`config.mk`:
```
export PLATFORM = sky130hd
export DESIGN_NAME = gfx_mem_arbiter
export DESIGN_NICKNAME = d
export VERILOG_FILES = /design/src/rtl/gfx_mem_arbiter.sv
export SDC_FILE = /design/constraint.sdc
export NUM_CORES = 1
export LEC_CHECK = 0
export BUFFER_PORTS_ARGS = -buffer_cell sky130_fd_sc_hd__buf_2
export CELL_PAD_IN_SITES_DETAIL_PLACEMENT = 0
export CELL_PAD_IN_SITES_GLOBAL_PLACEMENT = 1
export CORE_ASPECT_RATIO = 0.9
export CORE_MARGIN = 2
export CORE_UTILIZATION = 30
export CTS_CLUSTER_DIAMETER = 40
export DETAILED_ROUTE_END_ITERATION = 10
export PLACE_DENSITY_LB_ADDON = 0.25
export SLEW_MARGIN = 15
export SYNTH_ARGS = -nofsm -noshare
export SYNTH_HDL_FRONTEND = slang
export SYNTH_SLANG_ARGS = --single-unit
```
`constraint.sdc`:
```
create_clock -name clk -period 3.6 [get_ports clk]
set_clock_uncertainty 0.05 [all_clocks]
set_input_delay 0.54 -clock clk [delete_from_list [all_inputs] [get_ports clk]]
set_output_delay 0.54 -clock clk [all_outputs]
set_load 0.01 [all_outputs]
```
`src/rtl/gfx_mem_arbiter.sv`:
```
`default_nettype none
// ============================================================================
// Module   : gfx_mem_arbiter
// Purpose  : Single-port graphics RAM arbiter. Client 0 (display fetch) has
//            priority, bounded by a hold counter so that the other clients
//            are not starved. Clients 1..N-1 share the port round-robin.
//            Reads return on a shared broadcast bus tagged by a one-hot strobe.
// Ports    : clk, rst_               clock, synchronous active-high reset
//            cl_addr/cl_wrdata/cl_op per-client request payload (slice i)
//            cl_rts / cl_rtr         per-client request / combinational grant
//            mem_addr/mem_data_out/wben  registered RAM request stage
//            mem_data_in             RAM read data (RD_LAT cycles after addr)
//            bcast_data/bcast_xfc    read-return data and one-hot owner strobe
// Revision : 1.0 - initial release
// ============================================================================
module gfx_mem_arbiter #(
    parameter  int NUM_CLIENTS = 4,
    parameter  int ADDR_W      = 17,
    parameter  int DATA_W      = 32,
    parameter  int RD_LAT      = 1,
    parameter  int MAX_HOLD    = 8,
    localparam int WBEN_W      = DATA_W / 8
) (
    input  logic                          clk,
    input  logic                          rst_,
    input  logic [NUM_CLIENTS*ADDR_W-1:0] cl_addr,
    input  logic [NUM_CLIENTS*DATA_W-1:0] cl_wrdata,
    input  logic [NUM_CLIENTS*WBEN_W-1:0] cl_op,
    input  logic [NUM_CLIENTS-1:0]        cl_rts,
    output logic [NUM_CLIENTS-1:0]        cl_rtr,
    output logic [ADDR_W-1:0]             mem_addr,
    output logic [DATA_W-1:0]             mem_data_out,
    output logic [WBEN_W-1:0]             wben,
    input  logic [DATA_W-1:0]             mem_data_in,
    output logic [DATA_W-1:0]             bcast_data,
    output logic [NUM_CLIENTS-1:0]        bcast_xfc
);

    localparam int                 c_IDX_W    = $clog2(NUM_CLIENTS);
    localparam logic [c_IDX_W:0]   c_NUM_EXT  = (c_IDX_W+1)'(NUM_CLIENTS);
    localparam logic [c_IDX_W:0]   c_NUM_RR   = (c_IDX_W+1)'(NUM_CLIENTS - 1);
    localparam logic [7:0]         c_MAX_HOLD = 8'(MAX_HOLD);

    // Arbiter state
    logic [c_IDX_W-1:0] r_rr_ptr;                 // first client searched (1..N-1)
    logic [7:0]         r_hold;                   // consecutive contested client-0 grants

    // Read tag pipeline: stage s is valid in cycle T+1+s after a grant in T
    logic [RD_LAT:0]    r_tag_vld;
    logic [c_IDX_W-1:0] r_tag_idx [RD_LAT+1];

    logic               w_others;
    logic               w_force_rr;
    logic               w_rr_found;
    logic [c_IDX_W-1:0] w_rr_idx;
    logic [c_IDX_W:0]   w_cand;
    logic               w_gnt_vld;
    logic [c_IDX_W-1:0] w_gnt_idx;
    logic [ADDR_W-1:0]  w_sel_addr;
    logic [DATA_W-1:0]  w_sel_data;
    logic [WBEN_W-1:0]  w_sel_op;
    logic               w_is_read;

    assign w_others   = |cl_rts[NUM_CLIENTS-1:1];
    // Client 0 has used up its allowance while someone else is waiting
    assign w_force_rr = (r_hold == c_MAX_HOLD) && w_others;

    // Round-robin search over clients 1..N-1 starting at r_rr_ptr. The
    // candidate index is one bit wider so ptr+k can exceed N-1 before the
    // wrap folds it back into 1..N-1 (client 0 is never a candidate).
    always_comb begin : rr_search
        w_rr_found = 1'b0;
        w_rr_idx   = '0;
        w_cand     = '0;
        for (int k = 0; k < NUM_CLIENTS - 1; k++) begin
            w_cand = {1'b0, r_rr_ptr} + (c_IDX_W+1)'(k);
            if (w_cand >= c_NUM_EXT) begin
                w_cand = w_cand - c_NUM_RR;
            end
            if (!w_rr_found && cl_rts[w_cand[c_IDX_W-1:0]]) begin
                w_rr_found = 1'b1;
                w_rr_idx   = w_cand[c_IDX_W-1:0];
            end
        end
    end

    always_comb begin : grant_sel
        w_gnt_vld = 1'b0;
        w_gnt_idx = '0;
        if (!rst_) begin
            if (cl_rts[0] && !w_force_rr) begin
                w_gnt_vld = 1'b1;
            end else if (w_rr_found) begin
                w_gnt_vld = 1'b1;
                w_gnt_idx = w_rr_idx;
            end
        end
    end

    always_comb begin : rtr_decode
        cl_rtr = '0;
        if (w_gnt_vld) begin
            cl_rtr[w_gnt_idx] = 1'b1;
        end
    end

    always_comb begin : req_mux
        w_sel_addr = '0;
        w_sel_data = '0;
        w_sel_op   = '0;
        for (int i = 0; i < NUM_CLIENTS; i++) begin
            if (w_gnt_idx == c_IDX_W'(i)) begin
                w_sel_addr = cl_addr[i*ADDR_W +: ADDR_W];
                w_sel_data = cl_wrdata[i*DATA_W +: DATA_W];
                w_sel_op   = cl_op[i*WBEN_W +: WBEN_W];
            end
        end
    end

    assign w_is_read = (w_sel_op == '0);

    always_ff @(posedge clk) begin
        if (rst_) begin
            r_rr_ptr     <= c_IDX_W'(1);
            r_hold       <= '0;
            mem_addr     <= '0;
            mem_data_out <= '0;
            wben         <= '0;
            r_tag_vld    <= '0;
            for (int s = 0; s <= RD_LAT; s++) begin
                r_tag_idx[s] <= '0;
            end
            bcast_data   <= '0;
            bcast_xfc    <= '0;
        end else begin
            // Only contested client-0 grants count; anything else clears it
            if (w_gnt_vld && (w_gnt_idx == '0) && w_others) begin
                r_hold <= r_hold + 8'd1;
            end else begin
                r_hold <= '0;
            end

            if (w_gnt_vld && (w_gnt_idx != '0)) begin
                r_rr_ptr <= (w_gnt_idx == c_IDX_W'(NUM_CLIENTS - 1)) ?
                            c_IDX_W'(1) : w_gnt_idx + c_IDX_W'(1);
            end

            // Address and data hold when idle so the RAM sees no spurious change
            if (w_gnt_vld) begin
                mem_addr     <= w_sel_addr;
                mem_data_out <= w_sel_data;
                wben         <= w_sel_op;
            end else begin
                wben         <= '0;
            end

            r_tag_vld[0] <= w_gnt_vld && w_is_read;
            r_tag_idx[0] <= w_gnt_idx;
            for (int s = 1; s <= RD_LAT; s++) begin
                r_tag_vld[s] <= r_tag_vld[s-1];
                r_tag_idx[s] <= r_tag_idx[s-1];
            end

            // Last tag stage lines up with the RAM data for that read
            if (r_tag_vld[RD_LAT]) begin
                bcast_xfc  <= NUM_CLIENTS'(1) << r_tag_idx[RD_LAT];
                bcast_data <= mem_data_in;
            end else begin
                bcast_xfc  <= '0;
            end
        end
    end

endmodule
`default_nettype wire

```
; ---- Word-level counts from Yosys, hierarchy flattened
; Memory sizes are Yosys's and may differ from the RTL's.
; Index checks and enable logic that the tools add are counted.
[op_classes]
n_addsub = 7
n_mul = 0
div_mod_pow = 0
n_lt_le_gt_ge = 8
eq_ne = 4
shift = 1
n_mux = 42
bitwise = 5
reduce_logical = 19
[op_table]
columns = cell, n
row1 = $mux W32, 4
row2 = $mux W17, 4
row3 = $mux W2, 12
row4 = $mux W4, 5
row5 = $mux W1, 13
row6 = $lt A2 B3 Y1 const B, 4
row7 = $logic_and A1 B1 Y1, 9
row8 = $add A8 B1 Y8 const B, 1
row9 = $eq A8 B4 Y1 const B, 1
row10 = $bmux W1 S2, 3
row11 = $ge A3 B3 Y1 const B, 2
row12 = $reduce_or A2 Y1, 3
row13 = $sub A2 B2 Y2 const B, 3
row14 = $eq A2 B2 Y1 const B, 2
row15 = $logic_not A4 Y1, 1
row16 = $shl A1 B2 Y4 const A, 1
row17 = $add A2 B1 Y3 const B, 1
row18 = $add A2 B2 Y3 const B, 1
row19 = $ge A2 B3 Y1 const B, 1
row20 = $logic_not A1 Y1, 3
row21 = $not A1 Y1, 3
row22 = $reduce_or A3 Y1, 1
row23 = $add A2 B1 Y2 const B, 1
row24 = $demux W1 S2, 1
row25 = 5 further kinds, 6
[word_totals]
ff_bits = 101
latch_bits = 0
mem_bits_rw = 4
romBits = 0
input_bits = 250
out_inout_bits = 93
word_cells = 95
memories = 1
[mem_list]
columns = memory, depth, width, rd, rd_clocked_by_memory_dff, wr, line_no
row1 = r_tag_idx, 2, 2, 2, 0, 2, 50  ; logic [c_IDX_W-1:0] r_tag_idx [RD_LAT+1];

; ---- Logic depth before layout (Yosys ltp)
[depth]
word_depth = 21
depth_mapped = 15
ltp_nobuf = 13

; ---- Worst setup path before layout
; No wires, ideal clock.
[synth_path]
kind = register to register
startpoint = register r_rr_ptr[0]
endpoint = register mem_addr[16]
setup_ps = 79
arrival_ps = 3180
required_ps = 3471
setup_slack_ps = 291
path_stages_with_launch = 15
n_path_buf = 2
period_less_slack_ps = 3309
cell_sequence = dfxtp_1 > inv_1 > ha_1 > mux4_2 > nor3_4 > nor3b_2 > and2_1 > inv_1 > ha_1 > clkbuf_1 > clkbuf_1 > a221oi_1 > nor3_1 > a21oi_1 > a211oi_2
[synth_between]
elab_chain_len = 19
word_cells_on_any_way = 41
cone_classes = 5 x add/sub / 3 x order compare / 3 x eq/ne / 25 x mux / 5 x reduce/logical
[synth_lines]
columns = element, line_no
row1 = "start, declared", 45  ; logic [c_IDX_W-1:0] r_rr_ptr;
row2 = "start signal, assigned", 124  ; r_rr_ptr <= c_IDX_W'(1);
row3 = "start signal, assigned", 144  ; r_rr_ptr <= (w_gnt_idx == c_IDX_W'(NUM_CLIENTS - 1)) ?
row4 = branches (longest 11 deep; another with $add A2 B1 Y3), -
row5 = $mux W2 (*), 93  ; end else if (w_rr_found) begin
row6 = $mux W2 (*), 91  ; if (cl_rts[0] && !w_force_rr) begin
row7 = $mux W2 (*), 90  ; if (!rst_) begin
row8 = via w_gnt_idx[1], 58  ; logic [c_IDX_W-1:0] w_gnt_idx;
row9 = $logic_not A2 Y1, 112  ; if (w_gnt_idx == c_IDX_W'(i)) begin
row10 = $mux W17 (3 in series), 112
row11 = $mux W17 (*), 112
row12 = "end signal, assigned", 150  ; mem_addr <= w_sel_addr;
row13 = "end, declared", 31  ; output logic [ADDR_W-1:0] mem_addr,
; Mark *: on every way through the listed nets, which the timed path passes. The select of a mux whose other input is x is not followed.
; A chain may end at the register's enable or synchronous reset.

; ---- Final worst setup path
[layout_path]
startpoint = register r_rr_ptr[0]
endpoint = output cl_rtr[1]
[layout_between]
elab_chain_len = 19
word_cells_on_any_way = 39
cone_classes = 5 x add/sub / 5 x order compare / 24 x mux / 5 x reduce/logical
[layout_lines]
columns = element, line_no
row1 = branches (longest 11 deep; another with $add A2 B1 Y3), -
row2 = $mux W2 (*), 93
row3 = $mux W2 (*), 91
row4 = $mux W2 (*), 90
row5 = via w_gnt_idx[1], 58
row6 = $lt A2 B3 Y1 (not written as such) / $ge A2 B1 Y1 (equally long branches), 103  ; cl_rtr[w_gnt_idx] = 1'b1;
row7 = $logic_and A1 B1 Y1 (not written as such), 103
row8 = $mux W1 (not written as such), 103
row9 = $demux W1 S2 (*), 103
row10 = $mux W4 (*), 102  ; if (w_gnt_vld) begin
row11 = "end, declared", 30  ; output logic [NUM_CLIENTS-1:0] cl_rtr,
; Marked as above.

==> impl_metrics.ini <==
[run_status]
status = finished, final reports clean

[timing]
tns_ns = 0
drv_slew = 0
fin_crit_ns = 3.47
rsz0062_at_grt = false
relSlewSlack = 0.237
period_share = 0.963
finalSetupViolCount = 0
fmax_mhz = 289
finalHoldViolations = 0
worst_slew_pin_slew_ns = 1.14

[floorplan]
fp.dieH_um = 134
die-area_mm2 = 0.0200
die_x_um = 149
initial_core_util = 0.307
io_pins = 343
rows = 47
core_mm2 = 0.0185

[setup_path]
crit_type = reg2out
crit_fanout = 22
endpoint_kind = primary output
r2r_cells = 15
crit_path_max_incr_delay_ns = 0.56
cp.arrival_ns = 2.88
cp_cell_sequence = buf_4, ha_1, mux4_2, mux2_2, o22ai_1, and2_4, inv_2, ha_4, buf_12, inv_1, nor2_1, buf_2
required_ns = 3.01
crit_path_start_kind = register
slowest_stage = mux4_2

[final_layout]
drive_gt1_frac = 0.419
final.fill_count = 1944
nets = 1255
seqCellArea_mm2 = 0.00210
multiInputGateArea_mm2 = 0.00329
syn2layout_area_growth_pct = 40.9

[power]
vdd_drop_max_mv = 0.201
finalPower_mw = 3.11
leakagePower_nw = 3.79
cellPowerDensity_mw_per_mm2 = 389

[logic_synthesis]
syn_area_per_cell_um2 = 8.26
ys.warnings.count = 0
synth-edff-count = 0
synthCells = 686
ys_seq_elements = 105
yosysUniqueCellTypes = 42
ys.flop_type = dfxtp_1
synth_area_mm2 = 0.00566
synthesis.nets = 945
ys_seq_area_frac = 0.371
async_reset_ff_frac = 0

[place]
dpl.hpwl_um = 15300
routabilityCongestion = 0.815
port_buffers = 342

[route]
vias = 6117
wl_per_cell_um = 16.5
drt_iter0_drc = 233
wl_met2_um = 9940
drcViolationCount = 0
vias_per_cell = 4.91
drt-met1-wl_um = 8790
drtPass1Iterations = 4
route.met3.wl_um = 1540
ant_nets = 0
totalWireLength_um = 20600
top_layer = met4

[clocking]
root_buffer = clkbuf_16
clkTransAtPathRegs_ns = 0.07
tritoncts = yes
cts_htree_levels = 3
numCtsBuffers = 9
ctsHoldBuffers = 0
clock_latency_ns = 0.35
clk_path_buf_depth = 2
clock-sinks = 105

[job]
maxCapViolCount = 0

[global_route]
grt_first_pass_wirelength_um = 31200
grt_pass1_vias = 5828
grt_max_degree = 91
antenna_found_initial = 1
grt.total_usage = 0.198
overflow = 0

[worst_hold_path]
hp-class = in2reg
whs_path_depth = 3
layer usage:
| metal | track usage | vias up |
|---|---|---|
| li1 | - | 3083 |
| met1 | 0.248 | 2777 |
| met2 | 0.335 | 236 |
| met3 | 0.0534 | 21 |
| met4 | 0.0566 | 0 |
| met5 | 0 | - |
cells in the mapped netlist, drive strengths merged (3+ instances only):
cell / number / area (um2)
dfxtp: 105 / 2100
nor2: 96 / 360
a21oi: 60 / 300
nand2: 60 / 228
a211oi: 49 / 468
clkbuf: 49 / 184
a22oi: 47 / 353
o21a: 47 / 353
o21ai: 47 / 235
mux2i: 36 / 360
buf: 16 / 88.8
inv: 10 / 37.5
ha: 9 / 113
nor3: 6 / 41.3
nand3: 5 / 25.0
nor2b: 5 / 31.3
xor2: 5 / 43.8
a2bb2oi: 4 / 35.0
and2: 4 / 25.0
nand3b: 4 / 30.0
mux4: 3 / 67.6
placed cells by master, fill, tap and decap left out, types with 3 or more instances in the layout:
master / instances
inv_2: 3
nor3_1: 5
o21ai_0: 47
nand3_1: 5
a21oi_1: 60
buf_2: 341
clkbuf_16: 9
nand3b_1: 4
mux4_2: 3
buf_12: 3
dfxtp_1: 104
a2bb2oi_1: 4
ha_1: 5
inv_1: 7
a22oi_1: 47
a211oi_2: 20
o21a_1: 47
a211oi_1: 29
clkinv_4: 4
xor2_1: 5
buf_4: 19
mux2i_1: 36
nor2_1: 96
nor2b_1: 5
nand2_1: 59
timing repair:
| item | in CTS | in global routing |
|---|---|---|
| setup endpoints to repair | 2 | 3 |
| gates resized for setup | 3 | 2 |
| setup buffers | 2 | 1 |
| gates cloned | 1 | 0 |
| pin swaps | 1 | 0 |
| hold endpoints to repair | 0 | 0 |
critical path: cells and delay by family (launching register included):
kind	cells	cell delay, ns
AOI/OAI and AO/OA	1	0.17
muxes	2	0.85
and+or+nand+nor	2	0.24
DFF	1	0.34
adders and majority gates	2	0.37
buffers and inverters	5	0.55
metrics by stage:
stage | hold WS, ns | area [um2] | instances | setup slack [ns] | util
after floorplan | 0.364 | 5660 | 686 | 0.291 | -
after global placement | 0.367 | 7610 | 1226 | 0.236 | 0.412
after detailed placement | 0.377 | 7610 | 1226 | 0.142 | 0.412
after CTS | 0.357 | 7970 | 1245 | 0.0506 | 0.431
after global routing | 0.363 | 7980 | 1247 | 0.00623 | 0.432
final | 0.372 | 7980 | 1247 | 0.135 | 0.432
logic make-up after synthesis:
kind of cell | after synthesis | synth area share
xor+xnor | 6 | 0.00928
fa+ha+maj | 9 | 0.0199
compound gates | 258 | 0.317
simple gates | 193 | 0.150
mux | 40 | 0.0776
buf+inv | 75 | 0.0548
flops | 105 | 0.371
sequential cells by signal, summed over array words and instances, names as in the netlist:
| name | flops |
|---|---|
| bcast_data | 32 |
| bcast_xfc | 4 |
| mem_addr | 17 |
| mem_data_out | 32 |
| r_hold | 8 |
| r_rr_ptr | 2 |
| r_tag_idx | 4 |
| r_tag_vld | 2 |
| wben | 4 |
cell type report:
type | count | area share
clock inverters | 6 | 0.00847
clock buffers | 10 | 0.0287
inverters | 10 | 0.00470
flip-flops and latches | 105 | 0.264
well taps | 245 | 0.0384
diodes | 1 | 0.000314
repair buffers | 364 | 0.243
multi-input cells | 506 | 0.412
power breakdown:
part           switching, mW  internal [mW]  total [mW]
clock network          0.483          0.487       0.971
logic                  0.431          0.392       0.823
registers             0.0563           1.26        1.31
total                  0.971           2.14        3.11
final timing paths:
path / start / to / slack, ns
max: r_rr_ptr[0] / cl_rtr[1] / 0.13
min: mem_data_in[28] / bcast_data[28] / 0.37
max reg2reg: r_rr_ptr[0] / r_tag_vld[0] / 0.22
min reg2reg: r_tag_idx[0][0] / r_tag_idx[0][2] / 0.39
Note: power is estimated with default switching activity, not from simulation.
